`config.mk`:
```
export PLATFORM = sky130hd
export DESIGN_NAME = regfile_scoreboard
export DESIGN_NICKNAME = d
export VERILOG_FILES = /design/src/rtl/regfile_sched_pkg.sv /design/src/rtl/sb_hazard_check.sv /design/src/rtl/regfile_scoreboard.sv
export SDC_FILE = /design/constraint.sdc
export NUM_CORES = 1
export LEC_CHECK = 0
export BUFFER_PORTS_ARGS = -buffer_cell sky130_fd_sc_hd__buf_2
export CAP_MARGIN = 20
export CORE_MARGIN = 4
export CORE_UTILIZATION = 55
export DETAILED_ROUTE_END_ITERATION = 8
export GPL_TIMING_DRIVEN = 0
export MAX_ROUTING_LAYER = met4
export PLACE_DENSITY = 0.83
export SLEW_MARGIN = 10
export SYNTH_ARGS = -nofsm -noshare
export SYNTH_HDL_FRONTEND = slang
export SYNTH_SLANG_ARGS = --single-unit
```
`constraint.sdc`:
```
create_clock -name clk -period 6.5 [get_ports clk]
set_input_delay 1.3 -clock clk [delete_from_list [all_inputs] [get_ports clk]]
set_output_delay 1.3 -clock clk [all_outputs]
set_load 0.02 [all_outputs]
```
`src/rtl/regfile_sched_pkg.sv`:
```
// Shared types and defaults for the dual-issue register-file scoreboard.
package regfile_sched_pkg;

  localparam int NREG_DEF    = 32;
  localparam int MAXPEND_DEF = 4;

  typedef logic [4:0] regaddr_t;

  typedef struct packed {
    logic     valid;
    regaddr_t rs1;
    regaddr_t rs2;
    regaddr_t rd;
    logic     rd_we;
    logic     long;
  } slot_t;

  // Only long ops that really write a non-zero register occupy a pending slot.
  function automatic logic is_tracked(slot_t s);
    return s.long && s.rd_we && (s.rd != '0);
  endfunction

endpackage

```
`src/rtl/sb_hazard_check.sv`:
```
// Per-slot hazard check against scoreboard state, completion port and pending capacity.
module sb_hazard_check
  import regfile_sched_pkg::*;
#(
  parameter int NREG    = NREG_DEF,
  parameter int MAXPEND = MAXPEND_DEF
) (
  input  slot_t                         slot,
  input  logic                          flush,
  input  logic [NREG-1:0]               busy_eff,
  input  logic [NREG-1:0]               busy_vec,
  input  logic                          cmpl_valid,
  input  regaddr_t                      cmpl_rd,
  input  logic [$clog2(MAXPEND+1):0]    pend_base,
  output logic                          ok,
  output logic                          tracked
);

  localparam int CW = $clog2(MAXPEND+1);
  localparam logic [CW:0] MAXP = (CW+1)'(MAXPEND);

  always_comb begin
    tracked = is_tracked(slot);
    ok      = slot.valid && !flush;
    // Sources see the same-cycle completion through the register-file bypass.
    if (slot.rs1 != '0 && busy_eff[slot.rs1]) ok = 1'b0;
    if (slot.rs2 != '0 && busy_eff[slot.rs2]) ok = 1'b0;
    // The destination must not be in flight nor written back on this same edge.
    if (slot.rd_we && slot.rd != '0) begin
      if (busy_vec[slot.rd])                   ok = 1'b0;
      if (cmpl_valid && cmpl_rd == slot.rd)    ok = 1'b0;
    end
    if (tracked && pend_base >= MAXP) ok = 1'b0;
  end

endmodule

```
`src/rtl/regfile_scoreboard.sv`:
```
// Dual-issue scoreboard: in-order issue grants for a pair of decoded ops plus
// busy tracking of outstanding long-latency writes.
module regfile_scoreboard
  import regfile_sched_pkg::*;
#(
  parameter int NREG    = NREG_DEF,
  parameter int MAXPEND = MAXPEND_DEF
) (
  input  logic                          clk,
  input  logic                          rst_n,
  input  logic                          in_valid0,
  input  logic [4:0]                    rs1_0,
  input  logic [4:0]                    rs2_0,
  input  logic [4:0]                    rd_0,
  input  logic                          rd_we0,
  input  logic                          long0,
  input  logic                          in_valid1,
  input  logic [4:0]                    rs1_1,
  input  logic [4:0]                    rs2_1,
  input  logic [4:0]                    rd_1,
  input  logic                          rd_we1,
  input  logic                          long1,
  input  logic                          flush,
  input  logic                          cmpl_valid,
  input  logic [4:0]                    cmpl_rd,
  output logic                          issue0,
  output logic                          issue1,
  output logic [NREG-1:0]               busy_vec,
  output logic [$clog2(MAXPEND+1)-1:0]  pend_count,
  output logic                          err
);

  localparam int CW = $clog2(MAXPEND+1);

  slot_t           s0, s1;
  logic [NREG-1:0] busy_eff, busy_nxt;
  logic [CW:0]     pend_base0, pend_base1;
  logic            ok0, ok1, trk0, trk1;
  logic            raw1, waw1, cmpl_hit, cmpl_spur;

  assign s0 = {in_valid0, rs1_0, rs2_0, rd_0, rd_we0, long0};
  assign s1 = {in_valid1, rs1_1, rs2_1, rd_1, rd_we1, long1};

  always_comb begin
    busy_eff = busy_vec;
    if (cmpl_valid) busy_eff[cmpl_rd] = 1'b0;
  end

  assign pend_base0 = {1'b0, pend_count};
  assign pend_base1 = {1'b0, pend_count} + (CW+1)'(trk0);

  sb_hazard_check #(.NREG(NREG), .MAXPEND(MAXPEND)) u_chk0 (
    .slot(s0), .flush(flush), .busy_eff(busy_eff), .busy_vec(busy_vec),
    .cmpl_valid(cmpl_valid), .cmpl_rd(cmpl_rd), .pend_base(pend_base0),
    .ok(ok0), .tracked(trk0)
  );

  sb_hazard_check #(.NREG(NREG), .MAXPEND(MAXPEND)) u_chk1 (
    .slot(s1), .flush(flush), .busy_eff(busy_eff), .busy_vec(busy_vec),
    .cmpl_valid(cmpl_valid), .cmpl_rd(cmpl_rd), .pend_base(pend_base1),
    .ok(ok1), .tracked(trk1)
  );

  // Grant semantics: issueN is a same-cycle acceptance of slot N. The producer
  // must hold a slot (and its younger partner) stable until it is granted;
  // slot 1 is only ever granted together with slot 0, never on its own.
  assign raw1   = rd_we0 && (rd_0 != '0) && ((rs1_1 == rd_0) || (rs2_1 == rd_0));
  assign waw1   = rd_we0 && rd_we1 && (rd_0 != '0) && (rd_1 == rd_0);
  assign issue0 = ok0;
  assign issue1 = ok0 && ok1 && !raw1 && !waw1 && !(long0 && long1);

  assign cmpl_hit  = cmpl_valid && (cmpl_rd != '0) &&  busy_vec[cmpl_rd];
  assign cmpl_spur = cmpl_valid && (cmpl_rd != '0) && !busy_vec[cmpl_rd];

  always_comb begin
    busy_nxt = busy_vec;
    if (cmpl_hit)       busy_nxt[cmpl_rd] = 1'b0;
    if (issue0 && trk0) busy_nxt[rd_0]    = 1'b1;
    if (issue1 && trk1) busy_nxt[rd_1]    = 1'b1;
    busy_nxt[0] = 1'b0;
  end

  always_ff @(posedge clk) begin
    if (!rst_n) begin
      busy_vec   <= '0;
      pend_count <= '0;
      err        <= 1'b0;
    end else begin
      busy_vec   <= busy_nxt;
      pend_count <= pend_count + CW'(issue0 && trk0) + CW'(issue1 && trk1)
                    - CW'(cmpl_hit);
      if (cmpl_spur) err <= 1'b1;
    end
  end

endmodule

```
==> reports/qor.yml <==
run_status: "finished, final reports clean"
io_buffers: 72
worstHoldPathType: "flip-flop to flip-flop"
coreArea_sq_um: 9680
grt_max_degree: 13
first_pass_iters: 8
p_sw_uw: 242
synth_top_area_share_pct: 12.9
synth_fp_nets: 771
synth_area_leaders: "dfxtp_1, mux2i_1, mux4_2, a21oi_1, nor3_1"
ff2ff_setup_slack_ps: 1990
synth_area_sq_um: 5440
synthCells: 722
finalMaxSlewViolations: 0
rsz0062_at_grt: "no"
powerDensity_nw_per_um2: 108
worstSetupPathType: "primary input to output pin"
grtUsageTotal_pct: 44.7
place_congestion: 1.14
fmax_mhz: 163
clkSlewWorstSetupHoldPaths_ps: 80
dp_hpwl_microns: 18300
ys.flop_type: "dfxtp_1"
finalCritPeriodShare_pct: 94.6
syn_area_per_cell_sq_um: 7.53
place_inst: 927
fp-row-count: 36
grt_pass1_vias: 6487
ir_drop_v: 0.000114
layout.cells.non_filler: 935
die_w_microns: 107
synth_warnings: 0
via_per_inst: 7.51
skew_ps: 11.5
synth_top_area_cell: "dfxtp_1"
setup_tns_ps: 0
ios: 83
post_cts_buffers: 0
crit_arrival_ps: 4850
seq_area_sq_um: 701
hold_violations: 0
drive_above_1_share_pct: 19.1
pwr-share-seq_pct: 33.2
p_sw_share_pct: 36.9
internal_power_uw: 413
n_antenna_cell: 0
synth_cell_types: 83
clockPowerShare_pct: 32.7
startpoint_type: "primary input"
power_leakage_nw: 2.22
period_minus_slack_ps: 6150
finalWirelength_microns: 25700
wire_per_inst_microns: 27.5
async_flop_share_pct: 0
initial_core_util_pct: 56.1
dieArea_sq_um: 11500
final_nets: 850
cts-buffers-inserted: 5
crit_required_ps: 5200
synth_edf_count: 0
cts_tree: "done"
antenna_left: 0
cts.sinks: 35
grt_antenna_before_repair: 0
path_max_fanout: 10
clock_latency_ps: 300
drv_cap: 0
slew_headroom_pct: 24.3
overflow: 0
ys_ff_latch: 35
ys_seq_area_share_pct: 12.9
end_kind: "output pin"
tightest_slew_ps: 1120
multiInputGateArea_sq_um: 4330
pwr-share-comb_pct: 34.1
die_y_microns: 107
synthTopCellsByCount: "nand2_1, nor2_1, a21oi_1, mux2i_1, nor3_1"
setup_violations: 0
cts_resized: 0
num_vias: 7026
area_growth_pct: 11.9
first_iter_violations: 1123
cts_hold_buf: 0
drc: 0
clk_path_buf_depth: 2
grt_pass1_wl_microns: 37900
root_buffer: "clkbuf_8"
fillers: 888
htree_levels: 2
worst paths after layout:
path / to / start / cells past startpoint
worst max-delay path: issue0 / cmpl_rd[0] / 11
worst min-delay path: err$_SDFFE_PN0P_ / err$_SDFFE_PN0P_ / 1
worst max register to register: pend_count[1]$_SDFF_PN0_ / busy_vec[8]$_SDFF_PN0_ / 13
worst min register to register: err$_SDFFE_PN0P_ / err$_SDFFE_PN0P_ / 1
placed cells by master, fill, tap and decap left out, types with 7 or more instances in the layout:
master     synthesis  layout
mux2_2            13      13
o211ai_1          16      16
nor2_1            50      50
a311oi_1           9       9
inv_1             21      21
nand4_1           12      12
buf_2             17      89
nand2b_1          17      17
o21ai_0           34      34
a41oi_1            9       9
nand3_1           21      21
buf_1             10      10
clkbuf_1          35      35
o2111ai_1          7       7
mux2i_1           46      46
nor2b_1           13      13
a21oi_1           49      49
nand2_1           50      50
dfxtp_1           35      35
o311ai_0           8       8
nor4_1             7       7
mux4_2            15      15
xor2_1            19      19
o31ai_1           14      14
nor3_1            43      43
o22ai_1            9       9
xnor2_1           15      15
sequential cells by signal, indices dropped and copies added, names as in the netlist:
name / cells
busy_vec: 31
pend_count: 3
err: 1
final cells by class:
cell class                      instances  share of cell area, %
Clock buffer                            6                   1.36
Inverter                               21                   1.30
Tap cell                              133                   2.74
Multi-Input combinational cell        596                   71.2
Sequential cell                        35                   11.5
Timing Repair Buffer                   72                   5.92
Buffer                                 70                   5.35
Clock inverter                          2                  0.638
logic make-up (layout without fill, tap and decap cells):
kind of cell | Yosys count | in the layout | synth area share [%]
simple gates | 266 | 266 | 27.6
compound gates | 216 | 216 | 27.8
buf+inv | 91 | 171 | 7.44
mux | 75 | 75 | 17.6
flops | 35 | 35 | 12.9
xor+xnor | 34 | 34 | 5.48
fa+ha+maj | 4 | 4 | 1.20
other cells | 1 | 1 | 0.0690
power by group through the flow:
stage          logic (mW)  registers [mW]  clock network, mW
6_report            0.223           0.217              0.214
5_1_grt             0.234           0.217              0.223
4_1_cts             0.214           0.217              0.214
3_5_place_dp        0.213           0.222                  0
3_3_place_gp        0.209           0.222                  0
2_1_floorplan       0.145           0.223                  0
critical path, stage by stage:
cell	delay, ps
buf_2	140
buf_4	210
nand2_1	120
clkbuf_1	260
o21ai_0	940
a32oi_1	220
nand4_1	140
o32ai_1	140
nor4_4	620
clkbuf_1	480
buf_2	260
routing by layer:
metal | track usage, % | part of all wire [%] | vias to the layer above
met1 | 54.7 | 35 | 3234
li1 | - | - | 2935
met5 | - | 0 | -
met2 | 62.8 | 40 | 675
met3 | 16.1 | 17 | 182
met4 | 27.1 | 8.0 | 0
stage by stage:
stage	instance area (sq um)	utilization (%)	setup WS, ps	total power, mW	hold slack, ps
2_1_floorplan	5440	-	1620	0.367	593
3_3_place_gp	5960	61.6	645	0.431	448
3_5_place_dp	5960	61.6	524	0.435	451
4_1_cts	6080	62.8	518	0.645	470
5_1_grt	6080	62.8	324	0.675	501
6_report	6080	62.8	354	0.655	474
(Power assumes the default switching activity.)
